<file path="config.mk">
export PLATFORM = sky130hd
export DESIGN_NAME = pipeline_ctrl
export DESIGN_NICKNAME = d
export VERILOG_FILES = /design/src/rtl/pipeline_ctrl.sv
export SDC_FILE = /design/constraint.sdc
export NUM_CORES = 1
export LEC_CHECK = 0
export ABC_CLOCK_PERIOD_IN_PS = 5100
export CAP_MARGIN = 20
export CORE_ASPECT_RATIO = 0.9
export CORE_MARGIN = 2
export CORE_UTILIZATION = 42
export CTS_BUF_LIST = sky130_fd_sc_hd__clkbuf_8
export CTS_CLUSTER_SIZE = 12
export DETAILED_ROUTE_END_ITERATION = 10
export PLACE_DENSITY = 0.91
export SETUP_SLACK_MARGIN = 0.2
export SKIP_LAST_GASP = 1
export SYNTH_ARGS = -nofsm -noshare
export SYNTH_HDL_FRONTEND = slang
export SYNTH_SLANG_ARGS = --single-unit
</file>
<file path="constraint.sdc">
create_clock -name clk -period 5.1 [get_ports clk]
set_input_delay 0.765 -clock clk [delete_from_list [all_inputs] [get_ports clk]]
set_output_delay 0.765 -clock clk [all_outputs]
set_load 0.05 [all_outputs]
</file>
<file path="src/rtl/pipeline_ctrl.sv">
// Pipeline stall controller: merges stage stall requests, multi-cycle EX tracking,
// memory wait and a stall watchdog. Optional statistics counters under STALL_STATS_EN.
module pipeline_ctrl #(
  parameter int unsigned TO_W          = 8,
  parameter int unsigned STALL_TIMEOUT = 200
) (
  input  logic        clk,
  input  logic        rst,
  input  logic        stallreq_if,
  input  logic        stallreq_id,
  input  logic        stallreq_ex,
  input  logic        ex_mc_start,
  input  logic [5:0]  ex_mc_len,
  input  logic        mem_req,
  input  logic        mem_ack,
  output logic [5:0]  stall,
  output logic        ex_mc_busy,
  output logic        ex_mc_done,
  output logic        stall_timeout,
  output logic [31:0] stat_stalls,
  output logic [31:0] stat_bubbles
);

  localparam logic [TO_W-1:0] WD_MAX  = TO_W'(STALL_TIMEOUT);
  localparam logic [TO_W-1:0] WD_LAST = TO_W'(STALL_TIMEOUT - 1);

  logic [5:0]      mc_cnt_q, mc_cnt_d;
  logic            ex_mc_done_q, ex_mc_done_d;
  logic [TO_W-1:0] wd_cnt_q, wd_cnt_d;
  logic            stall_timeout_q, stall_timeout_d;
  logic            mc_start_ok, mc_active, mem_wait, ex_hold;

  always_comb begin
    mc_active   = (mc_cnt_q != '0);
    mc_start_ok = ~rst & ex_mc_start & (ex_mc_len != '0) & ~mc_active;
    mem_wait    = mem_req & ~mem_ack;
    ex_hold     = stallreq_ex | mc_start_ok | mc_active;
    ex_mc_busy  = ~rst & (mc_start_ok | mc_active);

    stall = '0;
    if (rst)              stall = '0;
    else if (mem_wait)    stall = 6'b011111;
    else if (ex_hold)     stall = 6'b001111;
    else if (stallreq_id) stall = 6'b000111;
    else if (stallreq_if) stall = 6'b000011;
  end

  // The counter keeps running under a memory wait: the EX unit computes while held.
  always_comb begin
    mc_cnt_d     = '0;
    ex_mc_done_d = 1'b0;
    if (!rst) begin
      if (mc_start_ok)    mc_cnt_d = ex_mc_len - 6'd1;
      else if (mc_active) mc_cnt_d = mc_cnt_q - 6'd1;
      ex_mc_done_d = (mc_start_ok & (ex_mc_len == 6'd1)) | (mc_cnt_q == 6'd1);
    end
  end

  always_comb begin
    wd_cnt_d        = '0;
    stall_timeout_d = 1'b0;
    if (!rst) begin
      if (stall[0]) wd_cnt_d = (wd_cnt_q == WD_MAX) ? wd_cnt_q : wd_cnt_q + 1'b1;
      stall_timeout_d = stall_timeout_q | (stall[0] & (wd_cnt_q == WD_LAST));
    end
  end

  always_ff @(posedge clk) begin
    mc_cnt_q        <= mc_cnt_d;
    ex_mc_done_q    <= ex_mc_done_d;
    wd_cnt_q        <= wd_cnt_d;
    stall_timeout_q <= stall_timeout_d;
  end

  assign ex_mc_done    = ex_mc_done_q;
  assign stall_timeout = stall_timeout_q;

`ifdef STALL_STATS_EN
  logic [31:0] stat_stalls_q, stat_stalls_d;
  logic [31:0] stat_bubbles_q, stat_bubbles_d;

  always_comb begin
    stat_stalls_d  = stat_stalls_q + {31'd0, stall[0]};
    stat_bubbles_d = stat_bubbles_q + {31'd0, stall[1] & ~stall[2]};
    if (rst) begin
      stat_stalls_d  = '0;
      stat_bubbles_d = '0;
    end
  end

  always_ff @(posedge clk) begin
    stat_stalls_q  <= stat_stalls_d;
    stat_bubbles_q <= stat_bubbles_d;
  end

  assign stat_stalls  = stat_stalls_q;
  assign stat_bubbles = stat_bubbles_q;
`else
  assign stat_stalls  = '0;
  assign stat_bubbles = '0;
`endif

endmodule

</file>
==> metrics.md, run 1 <==
| Metric | Value |
|---|---|
| Status | finished, final reports clean |
| CTS Buf Count | 3 |
| P_sw | just over 300 uW |
| Area occupied by multi-input gates | roughly 870 um2 |
| Largest stage delay, worst path | about 0.72 ns |
| Sinks on Clock Net | 16 |
| Setup repair bufs after CTS | 0 |
| CP Cell Sequence | clkdlybuf4s50_1 -> nor4_4 -> a21boi_4 -> o31ai_4 -> inv_1 -> clkdlybuf4s50_1 |
| Setup tns final | 0 ns |
| Setup Skew | roughly 0.0024 ns |
| Max cap viols | 0 |
| Util after Layout | 0.457 |
| Synth Cell Area | roughly 1500 um2 |
| Max Transition Viols Final | 0 |
| Setup ws final | roughly 1.2 ns |
| Post-cts sizing count | 0 |
| Place WS | ~1.2 ns |
| Cell type with the largest total area after synthesis | buf_4 |
| Vias per cell | approximately 4.1 |
| Crit-path slowest cell | clkdlybuf4s50_1 |
| Final #Nets | between 200 and 250 |
| Clock share of power | 0.184 |
| Hold/Removal Path Class | reg -> reg |
| Data required, critical path | 4.34 ns |
| Antenna cells | 0 |
| DP Cell Count | roughly 240 |
| Crit start category | input pin |
| Die area | approximately 4000 um2 |
| Clock buffer depth | 2 |
| Final Hold Viols | 0 |
| Residual DRC count | 0 |
| I/O Buffers | 21 |
| DR iter-0 viols | 26 |
| Gate power share | 0.534 |
| Largest net degree at the start of global routing | 12 |
| Io pins | slightly below 90 |
| Crit. Startpoint | ex_mc_len[2] |
| Total area of sequential cells | approximately 320 um2 |
| Final setup viols | 0 |
| RR Endpoint | stall_timeout$_SDFF_PP0_ |
| Worst setup EP type | output pin |
| FF-to-FF setup slack | 3.37 ns |
| Height of the die | roughly 60 um |
| Dpl hpwl | around 1.9 mm |
| Die W | roughly 67 um |
| Critical path endpoint | stall[0] |
| Syn_area_per_cell | around 8.3 um2 |
| Internal | just over 300 uW |
| Fin crit period | 3.91 ns |
| GPL Wtd Cong | a little under 0.8 |
| Global-route wire length before repair | 3.57 mm |
| Max VDD drop | roughly 0.2 mV |
| Antenna-violating nets left | 0 |
| Non-Filler Instances | 245 |
| FP Rows | 20 |
| Design area | between 1500 and 2000 um2 |
| RSZ-0062 raised after global routing | no |
| Area grow syn2layout | 3.87% |
| GRT overflow | 0 |
| Starting Density | 0.440 |
| Drt total wl | 2.35 mm |
| Power density cells | a little under 400 nW/um2 |
| Layout cells sized above 1 | 0.0448 |
| Syn Inst Count | 180 |
| Vias in the first global route | between 800 and 900 |
| Post-synth top area share | 0.333 |
| Crit path top cell by count | clkdlybuf4s50_1 |
| Relative slew slack | 0.664 |
| CTS HTree Levels | 1 |
| Initial antenna violation count | 0 |
| Worst-Margin Slew | around 0.5 ns |
| Reg power frac | 0.282 |
| Synth cell types | 33 |
| Period utilization | 0.766 |
| Initial DRT Pass Iterations | 6 |
| Root Driver | clkbuf_8 |
| Fillers | 338 |
| Clock latency on the worst-skew pair | about 0.25 ns |
| Critical path data arrival time | between 3 and 4 ns |
| R2R Path Start | mc_cnt_q[2]$_SDFF_PP0_ |
| Worst r2r path cells | 4 |
| GRT Util Overall | 0.116 |
| Syn. warnings | 0 |
| Via count | ~1000 |
| Worst-path maximum fanout | 10 |
| Core area | 3380 um2 |
| Area post-placement | between 1000 and 1500 um2 |
| Register area share after synthesis | 0.215 |
| Leak | ~0.7 nW |
| FMAX | between 200 and 300 MHz |
| Crit Path Class | in -> out |
| Switching Fraction | 0.493 |
| CTS clk-pin slew, worst paths | around 0.06 ns |
| Avg WL per Cell | 9.60 um |
| Synth area leaders | buf_4 33%, dfxtp_1 22%, ha_1 6.7%, xor2_1 4.1%, xnor2_1 3.5% |
| # hold bufs at CTS | 0 |
| Yosys reg bits | 16 |
| TritonCTS clock tree | done |
critical path: cells and delay by family:
family	cells	cell delay [ns]
AO/OA/AOI/OAI	2	0.64
buffers and inverters	3	1.33
AND/OR/NAND/NOR	1	0.41
state kept, by name, indices dropped and copies added (netlist names):
signal	flops
ex_mc_done	1
stall_timeout	1
mc_cnt_q	6
wd_cnt_q	8
synth_stat cells:
| cell type | instances |
|---|---|
| buf_4 | 66 |
| dfxtp_1 | 16 |
| nor2_1 | 11 |
| nand3_1 | 10 |
| ha_1 | 8 |
| inv_1 | 8 |
| nand2_1 | 8 |
| a21oi_1 | 7 |
| xor2_1 | 7 |
| nor3_1 | 6 |
| xnor2_1 | 6 |
| and2_1 | 2 |
| and3_1 | 2 |
| clkbuf_1 | 2 |
| nand2b_1 | 2 |
| nor4_4 | 2 |
| a211oi_1 | 1 |
| a21boi_4 | 1 |
| a31oi_1 | 1 |
| conb_1 | 1 |
| mux2_2 | 1 |
| mux2i_1 | 1 |
| nand3b_1 | 1 |
| nand4_1 | 1 |
| nand4bb_1 | 1 |
| nor2b_1 | 1 |
| nor3b_1 | 1 |
| o21ai_0 | 1 |
| o31ai_4 | 1 |
| o32ai_1 | 1 |
| o41ai_1 | 1 |
| or3_1 | 1 |
| or4_1 | 1 |
worst min path at each step:
stage | start | to | cells past startpoint
final | stall_timeout$_SDFF_PP0_ | stall_timeout$_SDFF_PP0_ | 2
after floorplan | wd_cnt_q[7]$_SDFFE_PP0P_ | wd_cnt_q[7]$_SDFFE_PP0P_ | 2
after global placement | stall_timeout$_SDFF_PP0_ | stall_timeout$_SDFF_PP0_ | 2
after CTS | stall_timeout$_SDFF_PP0_ | stall_timeout$_SDFF_PP0_ | 2
after global routing | stall_timeout$_SDFF_PP0_ | stall_timeout$_SDFF_PP0_ | 2
after detailed placement | stall_timeout$_SDFF_PP0_ | stall_timeout$_SDFF_PP0_ | 2
through the flow:
stage	total power, mW	hold WS [ns]
floorplan	0.481	0.479
global placement	0.486	0.464
detailed placement	0.495	0.461
CTS	0.612	0.475
global route	0.648	0.493
finish	0.612	0.473
placed cells by master (no fill, tap or decap), drive strengths merged, types with 2 or more instances in the layout:
master         instances
and2                   2
nor3                   6
nand2                  8
xnor2                  6
nand2b                 2
nand3                 10
and3                   2
clkbuf                 4
a21oi                  7
xor2                   7
nor4                   2
conb                  65
inv                    8
clkdlybuf4s50         21
dfxtp                 16
ha                     8
nor2                  11
cell families after synthesis:
logic type | synth area share
fa+ha+maj | 0.0673
buf+inv | 0.358
mux | 0.0143
compound gates | 0.0749
other cells | 0.00252
simple gates | 0.191
xor+xnor | 0.0765
flops | 0.215
power by group through the flow:
stage / registers [mW] / clock network (mW) / logic [mW]
after floorplan: 0.176 / 0 / 0.305
after global routing: 0.175 / 0.120 / 0.353
final: 0.173 / 0.113 / 0.327
after CTS: 0.172 / 0.114 / 0.325
after detailed placement: 0.175 / 0 / 0.320
after global placement: 0.173 / 0 / 0.312
final cells by class:
type / instances / share of cell area
Multi-Input combinational cell: 152 / 0.566
Clock buffer: 4 / 0.0356
Tap cell: 44 / 0.0356
Sequential cell: 16 / 0.207
Inverter: 8 / 0.0194
Timing Repair Buffer: 21 / 0.136
metal layers:
metal	part of all wire	wire length [um]	track usage	vias to the layer above
li1	-	-	-	500
met1	0.41	954	0.137	455
met2	0.51	1200	0.210	54
met3	0.063	148	0.00557	4
met4	0.020	48	0.0729	0
met5	0	0	0	-
Power figures use the tool's default switching activity.
==> inputs of run 2 (changes only) <==
Settings changed: ABC_CLOCK_PERIOD_IN_PS 5100 to 3300, CORE_UTILIZATION 42 to 35, PLACE_DENSITY 0.91 to 0.81.
Clock period 5.1 ns to 3.3 ns, I/O delays scaled along.
==> run 2 against run 1 <==
Effect of this change: worst setup slack worse by 0.52 ns; critical endpoint is now stall[4]; via count increased by 2.4%; register-to-register slack lost 1.8 ns; sequential share of layout area decreased by 0.10 points; non-clock buffer count up 2; cell count increased by 2.4%; core utilization shrank 7.6 points; sequential cell count unchanged; highest routed layer unchanged; design area grew 0.49%; first-iteration DRC count grew 110%.
==> metrics.md, run 2 (same netlist as run 1, synthesis figures left out) <==
| Metric | Value |
|---|---|
| Status | finished, final reports clean |
| Worst-path maximum fanout | 4 |
| Max Transition Viols Final | 0 |
| Design Power | approximately 940 uW |
| Antenna cells | 0 |
| Crit start category | input pin |
| Avg WL per Cell | 9.48 um |
| Final #Nets | about 230 |
| Final Hold Viols | 0 |
| Max VDD drop | approximately 0.37 mV |
| Die W | between 70 and 80 um |
| Stages on worst setup path | 4 |
| Power density cells | 608 nW/um2 |
| RR Endpoint | stall_timeout$_SDFF_PP0_ |
| Drt total wl | ~2.4 mm |
| Initial DRT Pass Iterations | 5 |
| I/O Buffers | 21 |
| GRT Util Overall | 0.0991 |
| Height of the die | ~66 um |
| WHS Path Cells | 2 |
| Area post-placement | ~1500 um2 |
| Largest register FFs | 8 |
| Design area | roughly 1600 um2 |
| Setup repair bufs after CTS | 0 |
| P_sw | ~460 uW |
| CTS Buf Count | 3 |
| Final setup viols | 0 |
| CP delay by family, top | buffers and inverters |
| Clock buffer depth | 2 |
| Worst hold start | stall_timeout$_SDFF_PP0_ |
| Period utilization | 0.796 |
| Vias per cell | 4.13 |
| Setup tns final | 0 ns |
| R2R Path Start | mc_cnt_q[0]$_SDFF_PP0_ |
| Die area | between 4000 and 5000 um2 |
| Internal | between 400 and 500 uW |
| Dpl hpwl | a little under 2 mm |
| Io pins | 87 |
| Vias in the first global route | 870 |
| Hold/Removal Path Class | reg -> reg |
| CTS clk-pin slew, worst paths | around 0.06 ns |
| FP Rows | 22 |
| # hold bufs at CTS | 0 |
| Largest stage delay, worst path | around 0.8 ns |
| Core area | approximately 4000 um2 |
| Largest net degree at the start of global routing | 11 |
| CP Cell Sequence | clkdlybuf4s50_1 -> nor2b_1 -> and2_1 -> clkdlybuf4s50_1 |
| Max cap viols | 0 |
| Gate power share | 0.531 |
| FMAX | 380 MHz |
| Top reg by flops | wd_cnt_q |
| Residual DRC count | 0 |
| CTS HTree Levels | 1 |
| Layout cells sized above 1 | 0.0788 |
| Initial antenna violation count | 0 |
| DR iter-0 viols | between 50 and 60 |
| Worst setup EP type | output pin |
| Hold Crit Endpoint | stall_timeout$_SDFF_PP0_ |
| Most frequent cells in the layout | 65 x conb_1, 16 x dfxtp_1, 16 x clkdlybuf4s50_1, 11 x nor2_1, 10 x nand3_1 |
| Clock latency on the worst-skew pair | about 0.25 ns |
| Area grow syn2layout | 4.37% |
| Crit Path Class | in -> out |
| Post-cts sizing count | 0 |
| Data required, critical path | 2.80 ns |
| Worst r2r path cells | 6 |
| Reg power frac | 0.283 |
| Leak | between 0.7 and 0.8 nW |
| Switching Fraction | 0.491 |
| Regs by FF count | wd_cnt_q (8), mc_cnt_q (6) |
| RSZ-0062 raised after global routing | no |
| Sinks on Clock Net | 16 |
| Via count | roughly 1000 |
| Critical path buffers and inverters | 2 |
| Crit-path slowest cell | clkdlybuf4s50_1 |
| FF-to-FF setup slack | about 1.6 ns |
| Commonest non-fill, non-tap cell in the layout | conb_1 |
| Setup Skew | between 0.002 and 0.0025 ns |
| TritonCTS clock tree | done |
| Root Driver | clkbuf_8 |
| Critical path data arrival time | about 2.1 ns |
| GRT overflow | 0 |
| Global-route wire length before repair | between 3 and 4 mm |
| Antenna-violating nets left | 0 |
| Clock share of power | 0.186 |
| Starting Density | 0.365 |
| GPL Wtd Cong | 0.788 |
| Crit path top cell by count | clkdlybuf4s50_1 |
| Fin crit period | between 2 and 3 ns |
-- run 2: cell types whose count changed in the layout (fill, tap and decap cells not counted), sizes merged --
cell           previous run  this run
buf                       0         7
clkdlybuf4s50            21        16
-- run 2: worst max-delay path by stage --
stage | endpoint | slack, ns | from
6_report | stall[4] | 0.67 | mem_req
5_1_grt | stall[3] | 0.59 | ex_mc_len[0]
4_1_cts | stall[4] | 0.65 | mem_req
3_5_place_dp | stall[4] | 0.65 | mem_req
3_3_place_gp | stall[4] | 0.66 | mem_req
2_1_floorplan | stall[1] | 0.80 | mem_req
-- run 2: routing by layer --
metal | vias to the layer above | routed length (um) | track usage
li1 | 506 | - | -
met1 | 470 | 940 | 0.109
met2 | 57 | 1230 | 0.184
met3 | 4 | 197 | 0.0320
met4 | 0 | 8 | 0.0208
met5 | - | 0 | 0
-- run 2: metrics by stage --
stage | util | hold WS, ns | setup WS [ns] | cells
6_report | 0.381 | 0.464 | 0.672 | 251
3_5_place_dp | 0.368 | 0.447 | 0.655 | 247
4_1_cts | 0.381 | 0.466 | 0.655 | 251
5_1_grt | 0.381 | 0.504 | 0.589 | 251
2_1_floorplan | - | 0.479 | 0.803 | 244
3_3_place_gp | 0.368 | 0.448 | 0.662 | 247
-- run 2: area by class of cell --
| type | count | area (um2) |
|---|---|---|
| clock buffers | 4 | 55.1 |
| fillers | 425 | 2520 |
| inverters | 8 | 30.0 |
| multi-input cells | 152 | 875 |
| flip-flops and latches | 16 | 320 |
| well taps | 48 | 60.1 |
| repair buffers | 23 | 213 |
-- run 2: power by group through the flow --
| stage | logic [mW] | clock network, mW | registers [mW] |
|---|---|---|---|
| finish | 0.501 | 0.176 | 0.267 |
| global route | 0.546 | 0.190 | 0.272 |
| global placement | 0.483 | 0 | 0.269 |
| detailed placement | 0.495 | 0 | 0.271 |
| CTS | 0.497 | 0.179 | 0.267 |
| floorplan | 0.471 | 0 | 0.272 |
-- run 2: worst reg2reg max path: stages, from the launching register on --
cell     delay (ns)
dfxtp_1        0.37
inv_1          0.10
ha_1           0.24
nand2_1        0.24
o31ai_4        0.11
buf_4          0.18
o41ai_1        0.34
==> inputs of run 3 (changes only) <==
Settings changed: ABC_CLOCK_PERIOD_IN_PS 3300 to 2400.
Clock period 3.3 ns to 2.4 ns, I/O delays scaled along.
==> run 3 against run 2 <==
Effect of this change: combinational power rose by 48%; worst setup slack got worse by 0.40 ns; clock skew rose by 0.00081 ns; wire length rose by 7.4%; cell count rose by 2.0%; register-to-register slack got worse by 0.86 ns; first-iteration DRC count fell by 72%; non-clock buffer count rose by 5; sequential share of layout area fell by 1.7 points; critical endpoint is now stall[2]; largest power group unchanged; highest routed layer unchanged.
==> metrics.md, run 3 (same netlist as run 1, synthesis figures left out) <==
| Metric | Value |
|---|---|
| GRT overflow | 0 |
| Vias in the first global route | between 900 and 1000 |
| Worst hold start | stall_timeout$_SDFF_PP0_ |
| Data required, critical path | 2.04 ns |
| Regs by FF count | wd_cnt_q (8), mc_cnt_q (6) |
| CTS HTree Levels | 1 |
| Initial antenna violation count | 0 |
| Area grow syn2layout | 13.7% |
| CTS clk-pin slew, worst paths | 0.06 ns |
| Sinks on Clock Net | 16 |
| FP Rows | 22 |
| Status | finished, final reports clean |
| Antenna cells | 0 |
| Dpl hpwl | around 2.1 mm |
| Design Power | 1.35 mW |
| Largest register FFs | 8 |
| Leak | about 0.8 nW |
| Crit. Startpoint | ex_mc_len[0] |
| R2R Path Start | mc_cnt_q[2]$_SDFF_PP0_ |
| Top reg by flops | wd_cnt_q |
| CP Cell Sequence | clkdlybuf4s50_1 -> inv_2 -> ha_2 -> a21boi_4 -> nor2_4 -> a21oi_2 -> buf_12 |
| Period utilization | 0.888 |
| Die W | 72.7 um |
| Final Hold Viols | 0 |
| Critical path data arrival time | approximately 1.8 ns |
| I/O Buffers | 21 |
| Clock buffer depth | 2 |
| Hold/Removal Path Class | reg -> reg |
| Area occupied by multi-input gates | 916 um2 |
| Antenna-violating nets left | 0 |
| Die area | 4790 um2 |
| Commonest non-fill, non-tap cell in the layout | conb_1 |
| Max cap viols | 0 |
| Crit Path Class | in -> out |
| Global-route wire length before repair | around 4 mm |
| Drt total wl | about 2.6 mm |
| GRT Util Overall | 0.106 |
| Most frequent cells in the layout | 65 x conb_1, 16 x dfxtp_1, 10 x nand3_1, 9 x nor2_1 |
| Clock latency on the worst-skew pair | roughly 0.25 ns |
| Residual DRC count | 0 |
| Initial DRT Pass Iterations | 4 |
| Final #Nets | around 230 |
| Power density cells | approximately 800 nW/um2 |
| Worst-path maximum fanout | 3 |
| Fin crit period | approximately 2.1 ns |
| Core area | roughly 4100 um2 |
| FMAX | approximately 470 MHz |
| Setup tns final | 0 ns |
| Final setup viols | 0 |
| CTS Buf Count | 3 |
| Root Driver | clkbuf_8 |
| Largest stage delay, worst path | 0.52 ns |
| Worst setup EP type | output pin |
| Setup Skew | between 0.002 and 0.003 ns |
| Height of the die | ~66 um |
| RSZ-0062 raised after global routing | no |
| Max VDD drop | around 0.31 mV |
| Io pins | slightly below 90 |
| Largest net degree at the start of global routing | 11 |
| TritonCTS clock tree | done |
| Vias per cell | 4.07 |
| Fillers | around 420 |
| Layout cells sized above 1 | 0.154 |
| Worst-Margin Slew | roughly 0.5 ns |
| Starting Density | 0.365 |
| Total area of sequential cells | ~320 um2 |
| Max Transition Viols Final | 0 |
| DR iter-0 viols | 15 |
| Crit start category | input pin |
| Relative slew slack | 0.663 |
| GPL Wtd Cong | roughly 0.8 |
| Crit-path slowest cell | clkdlybuf4s50_1 |
| Via count | roughly 1000 |
| Avg WL per Cell | between 9 and 10 um |
## run 3: changes by cell type in the layout (fill, tap and decap cells not counted), sizes merged
cell and change:
buf +6, dlygate4sd2 +6, dlymetal6s2s +2, clkdlybuf4s50 -9
## run 3: final timing paths
kind         cells after the start                  endpoint  slack [ns]
max                              7                  stall[2]        0.27
max reg2reg                      5  stall_timeout$_SDFF_PP0_        0.76
min reg2reg                      2  stall_timeout$_SDFF_PP0_        0.47
min                              2  stall_timeout$_SDFF_PP0_        0.47
## run 3: cell type report
type	instances	share of cell area
Sequential cell	16	0.189
Timing Repair Buffer	28	0.183
Clock buffer	4	0.0325
Inverter	8	0.0178
Tap cell	48	0.0355
Multi-Input combinational cell	152	0.541
## run 3: repair_timing
action,CTS,global route
hold buffers,0,0
buffers inserted,2,0
pin swaps,5,4
endpoints found under the setup margin,5,5
gates resized for setup,20,5
## run 3: through the flow
| stage | hold slack, ns | util | instance area (um2) | setup slack [ns] | cells |
|---|---|---|---|---|---|
| 3_5_place_dp | 0.454 | 0.385 | 1570 | 0.126 | 250 |
| 3_3_place_gp | 0.451 | 0.385 | 1570 | 0.137 | 250 |
| 6_report | 0.470 | 0.415 | 1690 | 0.269 | 256 |
| 4_1_cts | 0.471 | 0.412 | 1680 | 0.204 | 256 |
| 5_1_grt | 0.519 | 0.415 | 1690 | 0.211 | 256 |
| 2_1_floorplan | 0.479 | - | 1730 | 0.173 | 244 |
## run 3: where the power goes
part           internal, mW  switching [mW]
Sequential            0.314          0.0549
Clock                 0.146          0.0952
Combinational         0.231           0.509
## run 3: metal layers
metal / routed length [um] / track usage / vias up
li1: - / - / 513
met1: 996 / 0.122 / 474
met2: 1340 / 0.186 / 49
met3: 165 / 0.0168 / 6
met4: 57 / 0.0556 / 0
met5: 0 / 0 / -
## run 3: worst max-delay path: cells and delay by family
kind | cells | cell delay, ns
adders and majority gates | 1 | 0.19
and+or+nand+nor | 1 | 0.09
buffers and inverters | 3 | 0.75
AOI/OAI and AO/OA | 2 | 0.38
==> variant 1 (flow settings as in run 2) <==
Change the parameter `TO_W` from 8 to 12.
--- a/src/rtl/pipeline_ctrl.sv
+++ b/src/rtl/pipeline_ctrl.sv
@@ -2,5 +2,5 @@
 // memory wait and a stall watchdog. Optional statistics counters under STALL_STATS_EN.
 module pipeline_ctrl #(
-  parameter int unsigned TO_W          = 8,
+  parameter int unsigned TO_W          = 12,
   parameter int unsigned STALL_TIMEOUT = 200
 ) (
Behaviour: same outputs for any inputs over 10 cycles, from zero or initial values and one cycle with rst high; that may be too few to reach the edited logic, so the function may still have changed.
==> variant 1 against run 2 <==
Core utilization grew 1.2 points; sequential cell count is 4 higher; clock power fell by 12%; clock skew decreased by 0.78 ps; area after synthesis grew 13%; count of clock-buffer cells in the layout down 1; worst setup slack worse by 110 ps; routed wire length up 12%; cell area up 15%; total power is 12% higher; critical path depth rose by 3; hold slack improved by 32 ps; cell count rose by 16%; largest power group unchanged.
==> variant 1: results (changes against run 2) <==
Run status
  • Status: complete, no violations

Routing
  • Vias: 1,202 (+16%)
  • Drt first pass iters: 4 (-1)
  • DR WL/cell: 9.20 um (-3.0%)
  • DRT iter0 DRCs: 33 (-39%)

Power and ir drop
  • Cell Pwr Density: 595 nW/um2 (-2.2%)
  • Clk pwr share: 14.5% (-4.1 points)
  • P_leak: 0.783 nW (+9.2%)
  • Sw Pwr: 0.000507 W (+9.3%)
  • Maximum VDD drop: 0.347 mV (-5.7%)
  • Seq pwr: 0.000335 W (+25%)

Setup path
  • CP max stage delay: 530 ps (-270 ps)
  • Reg2reg start: mc_cnt_q[0]$_SDFF_PP0_
  • Crit. Startpoint: ex_mc_len[0]
  • Crit path max-delay family: buffers and inverters
  • Critical path data arrival time: 2240 ps (+110 ps)
  • CP Max Fanout: 4 (unchanged)
  • Master of the slowest instance on the critical path: clkdlybuf4s50_1

Hold path
  • Worst min-delay path category: reg2reg

Placed design
  • GP Congestion: 0.797 (+1.1%)
  • DP Area: 1740 um2 (+16%)
  • HPWL Detailed: 2220 um (+14%)
  • Post-Place Worst Slack: 538 ps (-117 ps)

CTS
  • CTS resizes: 0 (unchanged)
  • Root Driver: clkbuf_8
  • CTS Hold Bufs: 0 (unchanged)
  • Clock Tree Buf Depth: 2 (unchanged)
  • Htree depth: 1 (unchanged)
  • Post-CTS setup buffer count: 0 (unchanged)
  • CTS Buf Count: 3 (unchanged)

Logic synthesis
  • Yosys cell types: 37 (+12%)
  • XOR/XNOR Fraction of Synth Area: 7.81% (+0.15 points)
  • Prevailing post-synth register cell: dfxtp_1
  • Post-synthesis adder-cell area fraction: 5.95% (-0.78 points)
  • Mapped Cells: 206 (+14%)
  • Fraction of the mapped netlist area in compound gates: 8.33% (+0.84 points)
  • Synth top area cells: buf_4 (30%), dfxtp_1 (24%), ha_1 (5.9%)
  • Yosys warns: 0 (unchanged)
  • Async SR Flop Fraction: 0% (unchanged)
  • Seq/Total Area, Yosys: 23.8% (+2.3 points)
  • Synth cell count leaders: buf_4 (67), dfxtp_1 (20), nor2_1 (20)
  • Post-synthesis mux area share: 1.19% (-0.24 points)

GRT
  • Largest net degree at the start of global routing: 14 (+3)
  • First-pass GRT wire length: 4340 um (+17%)
  • Vias in the first global route: 987 (+13%)
  • GRT Util Overall: 9.79% (-0.12 points)

Flow run
  • Max-Cap Viols: 0 (unchanged)

Finish
  • Fin nets: 252 (+12%)
  • Final std cells w/o fill: 290 (+16%)
  • Top flop regs: wd_cnt_q x12, mc_cnt_q x6
  • Share of layout cells above drive strength 1: 7.02% (-0.86 points)
  • Fillers: 481 (+13%)

Timing
  • Worst Clk Skew: 1.36 ps (-0.784 ps)
[variant 1: cell count changes in the layout (fill, tap and decap cells not counted), sizes merged, moves of 3 or more]
cell          run 2  this run
inv               8        11
dfxtp            16        20
nor2             11        20
xnor2             6        10
nand3            10         5
or3               1         4
nor3              6         9
[variant 1: layer usage]
metal	global-route usage (%)	routed length, um	vias up
met5	0	0	-
met2	16.9	1290	59
met4	4.17	25	0
met3	1.82	189	4
met1	11.9	1170	540
li1	-	-	599
[variant 1: final timing paths]
check,to,slack (ps),cells past startpoint
setup / recovery,stall[2],560,7
hold / removal,stall_timeout$_SDFF_PP0_,500,2
setup reg to reg,stall_timeout$_SDFF_PP0_,1340,7
hold reg to reg,stall_timeout$_SDFF_PP0_,500,2
[variant 1: final cells by class]
class	instances	area (um2)	share of cell area, %
Multi-Input combinational cell	171	975	54.6
Timing Repair Buffer	23	250	14.0
Sequential cell	20	400	22.4
Inverter	11	41.3	2.31
Tap cell	62	77.6	4.34
Clock buffer	3	41.3	2.31
==> variant 2 (settings of run 2) <==
Made on the original files. Put one more register stage on the output `stall_timeout`, without a reset. The value now appears one clock later. The other outputs are not delayed to match.
--- a/src/rtl/pipeline_ctrl.sv
+++ b/src/rtl/pipeline_ctrl.sv
@@ -74,5 +74,7 @@
 
   assign ex_mc_done    = ex_mc_done_q;
-  assign stall_timeout = stall_timeout_q;
+  always_ff @(posedge clk) begin
+    stall_timeout <= stall_timeout_q;
+  end
 
 `ifdef STALL_STATS_EN
Behaviour: same outputs for any inputs over 10 cycles, from zero or initial values and one cycle with rst high; that may be too few to reach the edited logic, so the function may still have changed.
==> variant 2 against run 2 <==
Total power decreased by 1.0%; largest power group unchanged; cell area increased by 0.24%; sequential power increased by 4%; count of clock-buffer cells in the layout decreased by 1; area after synthesis increased by 1.3%; maximum frequency decreased by 6.6%; routed wire length decreased by 1.8%; sequential cell count increased by 1; worst setup slack got worse by 190 ps; clock power decreased by 9.7%.
==> variant 2: results (changes against run 2) <==
Run status
  • Status: complete, no violations

Hold path
  • Hold depth: 0 (-2)
  • HP Start: stall_timeout_q$_SDFF_PP0_
  • Hold EP: stall_timeout$_DFF_P_

Setup path
  • CP Max Fanout: 11 (+7)
  • Worst R2R End: stall_timeout_q$_SDFF_PP0_
  • Reg2Reg Depth: 5 (-1)
  • Critical path endpoint: stall[4]
  • Critical path data arrival time: 2320 ps (+190 ps)
  • R2R setup slack: 1650 ps (+30 ps)
  • Reg2reg start: mc_cnt_q[2]$_SDFF_PP0_

Routing
  • Final wirelength: 2340 um (-1.8%)
  • Met1 WL: 945 um (+0.53%)
  • Met2 WL: 1190 um (-3.3%)
  • Drt first pass iters: 4 (-1)
  • DR vias/cell: 4.06 (-1.8%)
  • DRT iter0 DRCs: 27 (-50%)
  • Met3 wire length: 151 um (-23%)

Finish
  • Sequential cells: 17 (+1)
  • Clk tree area frac: 2.97% (-0.57 points)
  • Multi-input combinational area share: 56.2% (-0.14 points)
  • Non-CTS buffers: 22 (-4.3%)
  • Buffer share of cell area: 13.2% (-0.52 points)
  • Design Area, Final: 1560 um2 (+0.24%)
  • Fillers: 430 (+1.2%)
  • Sequential share of cell area: 21.9% (+1.2 points)
  • Share of layout cells above drive strength 1: 7.39% (-0.49 points)

GRT
  • First-pass GRT wire length: 3540 um (-4.5%)
  • GRT Util Overall: 9.39% (-0.52 points)
  • GRT met3 Usage: 0.915% (-2.3 points)
  • GR Util met2: 16.2% (-2.2 points)
  • Vias in the first global route: 869 (-0.11%)

Logic synthesis
  • Synth cell count leaders: buf_4 (66), dfxtp_1 (17), nor2_1 (11)
  • Seq/Total Area, Yosys: 22.6% (+1.0 points)
  • Mean Syn Cell Area: 8.33 um2 (+0.79%)
  • Synth top area cells: buf_4 (33%), dfxtp_1 (23%), ha_1 (6.6%)

Placed design
  • HPWL Detailed: 1990 um (+1.9%)
  • DP Area: 1510 um2 (+0.84%)
  • Post-Place Worst Slack: 484 ps (-170 ps)
  • GP Congestion: 0.823 (+4.5%)

Power and ir drop
  • Maximum VDD drop: 0.315 mV (-15%)
  • P_leak: 0.717 nW (about the same)
  • Switching Fraction: 49.9% (+0.79 points)

Timing
  • Post-layout min period: 2810 ps (+186 ps)
variant 2: cell count changes after synthesis:
cell	before	now
dfxtp_1	16	17
variant 2: power by group through the flow:
stage | Combinational [W] | Clock, W | Sequential (W)
finish | 0.000497 | 0.000159 | 0.000278
global route | 0.000533 | 0.000174 | 0.000283
CTS | 0.000499 | 0.000164 | 0.000279
detailed placement | 0.000496 | 0 | 0.000284
global placement | 0.000486 | 0 | 0.000281
floorplan | 0.000471 | 0 | 0.000285
variant 2: cell families (layout without fill, tap and decap cells):
family / count (synthesis) / in the layout / synth area share, %
adder cells (fa/ha/maj): 8 / 8 / 6.64
buffers and inverters: 76 / 34 / 35.4
AO/OA/AOI/OAI: 14 / 14 / 7.39
XOR/XNOR: 13 / 13 / 7.55
flip-flops: 17 / 17 / 22.6
AND/OR/NAND/NOR: 50 / 50 / 18.8
other: 1 / 65 / 0.249
multiplexers: 2 / 2 / 1.41
